`src/rtl/fetch_pkg.sv`:
```
// Shared types and constants for the fetch stage.
// Imported by fetch_unit and its bench.
package fetch_pkg;

  typedef enum logic [1:0] {
    BOOT,
    RUN,
    FAULT
  } fetch_state_t;

  localparam logic [31:0] NOP_INSTR        = 32'h0000_0013;
  localparam logic [31:0] RESET_PC_DEFAULT = 32'h0000_0000;

endpackage

```
`src/rtl/fetch_unit.sv`:
```
// Instruction fetch stage: PC, boot/run/fault FSM,
// one-entry output register toward decode, handshake counter.
module fetch_unit
  import fetch_pkg::*;
#(
  parameter logic [31:0] RESET_PC = RESET_PC_DEFAULT,
  parameter int          MEM_SIZE = 256
) (
  input  logic        clk,
  input  logic        rst,
  output logic [31:0] imem_addr,
  input  logic [31:0] imem_instr,
  input  logic        redirect_valid,
  input  logic [31:0] redirect_pc,
  output logic        out_valid,
  input  logic        out_ready,
  output logic [31:0] out_instr,
  output logic [31:0] out_pc,
  output logic [31:0] out_pc_plus4,
  output logic        fault,
  output logic [31:0] fault_pc,
  output logic [31:0] fetch_count
);

  fetch_state_t state;
  logic [31:0]  pc;
  logic         hs;
  logic         load;

  // Misaligned or beyond the last word; limit kept 33 bits
  // so large memories cannot overflow the compare.
  function automatic logic addr_illegal(
    input logic [31:0] addr,
    input logic [31:0] msize
  );
    logic [32:0] lim;
    lim = {1'b0, msize} << 2;
    return (addr[1:0] != 2'b00) || ({1'b0, addr} >= lim);
  endfunction

  assign imem_addr = pc;
  assign hs        = out_valid && out_ready;
  assign load      = !out_valid || out_ready;

  // FSM, PC, output stage and counter updated together.
  always_ff @(posedge clk or posedge rst) begin
    if (rst) begin
      state        <= BOOT;
      pc           <= RESET_PC;
      out_valid    <= 1'b0;
      out_instr    <= NOP_INSTR;
      out_pc       <= 32'h0;
      out_pc_plus4 <= 32'h4;
      fault        <= 1'b0;
      fault_pc     <= 32'h0;
      fetch_count  <= 32'h0;
    end else begin
      unique case (state)
        BOOT: state <= RUN;
        RUN: begin
          if (hs) fetch_count <= fetch_count + 32'd1;
          if (redirect_valid) begin
            out_valid <= 1'b0;
            if (addr_illegal(redirect_pc, 32'(MEM_SIZE))) begin
              state    <= FAULT;
              fault    <= 1'b1;
              fault_pc <= redirect_pc;
            end else begin
              pc <= redirect_pc;
            end
          end else if (load) begin
            if (addr_illegal(pc, 32'(MEM_SIZE))) begin
              state     <= FAULT;
              fault     <= 1'b1;
              fault_pc  <= pc;
              out_valid <= 1'b0;
            end else begin
              out_valid    <= 1'b1;
              out_instr    <= imem_instr;
              out_pc       <= pc;
              out_pc_plus4 <= pc + 32'd4;
              pc           <= pc + 32'd4;
            end
          end
        end
        FAULT: state <= FAULT;
        default: state <= FAULT;
      endcase
    end
  end

endmodule

```
`config.mk`:
```
export PLATFORM = sky130hd
export DESIGN_NAME = fetch_unit
export DESIGN_NICKNAME = d
export VERILOG_FILES = /design/src/rtl/fetch_pkg.sv /design/src/rtl/fetch_unit.sv
export SDC_FILE = /design/constraint.sdc
export NUM_CORES = 1
export LEC_CHECK = 0
export CAP_MARGIN = 0
export CORE_MARGIN = 5
export CORE_UTILIZATION = 60
export CTS_BUF_LIST = sky130_fd_sc_hd__clkbuf_8 sky130_fd_sc_hd__clkbuf_16
export DETAILED_ROUTE_END_ITERATION = 7
export DONT_BUFFER_PORTS = 1
export GPL_TIMING_DRIVEN = 0
export PLACE_DENSITY_LB_ADDON = 0.2
export SYNTH_ARGS = -nofsm -noshare
export SYNTH_HDL_FRONTEND = slang
export SYNTH_SLANG_ARGS = --single-unit
```
`constraint.sdc`:
```
create_clock -name clk -period 12.7 [get_ports clk]
set_input_delay 1.27 -clock clk [delete_from_list [all_inputs] [get_ports clk]]
set_output_delay 1.27 -clock clk [all_outputs]
set_load 0.1 [all_outputs]
```
==> summary.md <==
| Metric | Value |
|---|---|
| Status | `finished clean` |
| Setup_tns | `0 ns` |
| H-tree Lvls | `4` |
| Post-CTS Resized | `0` |
| Worst Setup SP | `out_pc[1]` |
| Synth Area in Simple Gates | `13.7%` |
| GRT Overall Usage | `between 20 and 25%` |
| XOR/XNOR share of the synthesized area | `4.25%` |
| Top cell type's share of synthesized area | `60.7%` |
| R2R depth | `6` |
| Synth area leaders | `dfrtp_1 (61%), mux2_2 (13%), nor2b_1 (3.8%), xnor2_1 (3.1%), and2_1 (1.9%)` |
| Internal Power | `1.11 mW` |
| Rows | `about 40` |
| Clock Latency Late Sink | `approximately 0.43 ns` |
| Clock power frac | `between 20% and 30%` |
| Largest area contributor in the netlist | `dfrtp_1` |
| Compound-Gate Fraction of Synth Area | `2.52%` |
| Slowest CP cell | `dfrtp_1` |
| Fmax | `about 0.32 GHz` |
| HP Class | `register to register` |
| Die X | `~120 um` |
| TritonCTS Sinks | `a little under 200` |
| RSZ-0062 raised after global routing | `false` |
| Final Non-Filler Cells | `roughly 800` |
| DR pass1 iterations | `4` |
| Mux share of post-synthesis cell area | `between 10% and 20%` |
| Least-Margin Pin Slew | `~1.1 ns` |
| Die ar. | `15400 um^2` |
| Nets@finish | `~700` |
| Syn avg cell area | `13.2 um^2` |
| Number of flops mapped to enable cells by yosys | `0` |
| Cell Area, Synth | `around 8000 um^2` |
| Share of cells above drive strength 1 | `roughly 25%` |
| Sequential share of the synthesized area | `between 60 and 70%` |
| WHS | `approximately 0.48 ns` |
| CTS tree | `built` |
| Hold path cells | `1` |
| Worst Setup End Kind | `primary output` |
| Post-synth ARST share | `between 90% and 100%` |
| Post-layout power | `~2.2 mW` |
| Rel. slew slack | `24.8%` |
| Critical path arrival | `around 1.8 ns` |
| Starting Density | `61.6%` |
| Sequential cell area | `a little under 5000 um^2` |
| Adder-cell share of the synthesized area | `less than 1%` |
| Peak supply drop | `a little over 0.2 mV` |
| Crit path kind | `register to primary output` |
| Ant. Diodes | `0` |
| Post-DP HPWL | `~13 mm` |
| Switching share of power | `between 40% and 50%` |
| Core Area | `around 13000 um^2` |
| Place WS | `9.41 ns` |
| Clk buf depth | `2` |
| Detail Route Antenna Nets | `0` |
| Setup crit start kind | `register` |
| DR vias/cell | `approximately 5.8` |
| Primary FF master, synth | `dfrtp_1` |
| Post-DR wirelength/cell | `22.1 um` |
| CTS Hold Bufs | `0` |
| Fin util | `68.5%` |
| CP bufs+invs | `1` |
| Placer Congestion | `just over 0.8` |
| Largest family of logic cells by synthesized area | `multiplexers` |
| Synth warn | `0` |
| Setup Fix Bufs, Post-CTS | `0` |
| Power per cell area | `249 nW/um^2` |
| Multi-input logic area | `between 2000 and 3000 um^2` |
| Clk_skew | `0.0194 ns` |
| Final worst slack | `approximately 9.6 ns` |
| Syn Nets | `around 660` |
| First-pass GRT wire length | `about 28 mm` |
| Grt ovf | `0` |
| CP peak stage delay | `slightly below 1 ns` |
| Num CTS Buffers | `17` |
| MaxCap Viol Count | `0` |
| R2R setup slack | `9.89 ns` |
| Final WL | `17.6 mm` |
| Clk slew on worst S/H paths | `0.06 ns` |
| Tmin final | `roughly 3 ns` |
| Critical Path Fanout Max | `3` |
| Drt drc | `0` |
| Netlist cell types | `42` |
| Leakage power | `~4.3 nW` |
| Design Area, Final | `8710 um^2` |
| Critical Path RT | `approximately 11 ns` |
| Max-slew violations | `0` |
| Hold Vio Cnt, Final | `0` |
| Final setup viols | `0` |
| Stages on worst setup path | `1` |
| Worst R2R Start | `imem_addr[26]` |
| First DRT Iteration DRCs | `354` |
| Cells after synthesis | `between 500 and 600` |
| Fillers | `932` |
| Crit-path cells | `buf_4` |
| Comb pwr share | `6.7%` |
| Seq pwr share | `between 60 and 70%` |
| Tcrit/Tclk final | `about a quarter` |
| Routed via count | `~4.6k` |
| Hold Startpoint | `state[1]` |
| Initial antenna violation count | `0` |
| Root Buffer | `clkbuf_16` |
| Die Y | `~120 um` |
| Post-DP Area | `a little over 8000 um^2` |
| Number of I/O port buffers | `0` |
| Post-Place Cells | `765` |
| IO Pins | `around 260` |
| Crit-path leading delay family | `flip-flops` |
| Vias in the first global route | `4893` |
| NetSw | `around 1.1 mW` |
| Area growth from synthesis to final layout | `11.2%` |
| #FFs+latches synth | `~190` |
| Largest net degree at the start of global routing | `between 100 and 150` |
==> cells by family (layout without fill, tap and decap cells) <==
| logic type | count (synthesis) | count (layout) |
|---|---|---|
| DFF | 194 | 194 |
| and+or+nand+nor | 180 | 180 |
| muxes | 103 | 103 |
| buffers and inverters | 39 | 72 |
| xor gates and xnor gates | 38 | 38 |
| AOI/OAI and AO/OA | 35 | 35 |
| adders and majority gates | 3 | 3 |
==> cell usage in the layout (no fill, tap or decap), types with 2 or more instances in the layout <==
cell        count
nand3_1        16
mux2_1         13
xnor2_1        28
a21oi_1         8
dfrtp_1       190
and2_1         24
nor3_2          2
ha_1            3
buf_4           4
inv_6           2
buf_2          14
nor3_1          4
nand4_1        10
nor2_2          2
clkinvlp_4      2
nor4_1         10
clkbuf_1        8
clkbuf_16      17
nand2_1        24
xor2_1         10
o21ai_0        19
a31oi_1         2
nor2b_1        47
inv_1          14
mux2_2         90
dfstp_2         4
and4_1          6
clkinv_2        2
nor2_1         20
and3_1          5
bufinv_16       4
clkinv_4        2
==> state kept, by name, indices dropped and copies added, names as in the netlist, 2 cells and up <==
register and cells:
out_pc 32, fetch_count 32, out_instr 32, out_pc_plus4 30, fault_pc 32, state 2, imem_addr 32
==> synth_stat cells (2+ instances only) <==
master,n
a21oi_1,8
a31oi_1,2
and2_1,24
and3_1,5
and4_1,6
buf_2,14
buf_4,4
clkbuf_1,8
dfrtp_1,190
dfstp_2,4
ha_1,3
inv_1,13
mux2_1,13
mux2_2,90
nand2_1,24
nand3_1,16
nand4_1,10
nor2_1,20
nor2_2,2
nor2b_1,47
nor3_1,4
nor3_2,2
nor4_1,10
o21ai_0,19
xnor2_1,28
xor2_1,10
==> final timing paths <==
check,to
setup / recovery,out_pc_plus4[1]
hold / removal,state[0]
setup reg to reg,out_pc_plus4[3]
hold reg to reg,state[0]
max in group asynchronous,fault_pc[9]
min in group asynchronous,out_pc[11]
==> power groups by stage <==
stage,logic [mW],clock network [mW],registers (mW)
after floorplan,0.124,0,1.45
after global placement,0.138,0,1.48
after detailed placement,0.147,0,1.48
after CTS,0.148,0.566,1.47
after global routing,0.167,0.596,1.48
final,0.146,0.559,1.47
==> final cells by class <==
| type | instances | share of cell area (%) |
|---|---|---|
| sequential | 194 | 55.8 |
| inverter | 13 | 0.646 |
| tap | 172 | 2.47 |
| timing repair buffer | 1 | 0.316 |
| clock inverter | 14 | 2.15 |
| buffer | 26 | 1.49 |
| clock buffer | 18 | 5.04 |
| multi-input combinational | 359 | 32.1 |
==> layer usage <==
metal | up-vias | global-route usage, % | wire length, um
li1 | 2072 | - | -
met3 | 22 | 10.6 | 1750
met1 | 2357 | 27.4 | 6630
met2 | 184 | 37.9 | 8940
met4 | 0 | 7.03 | 274
met5 | - | 0 | 0
(Power assumes the default switching activity.)
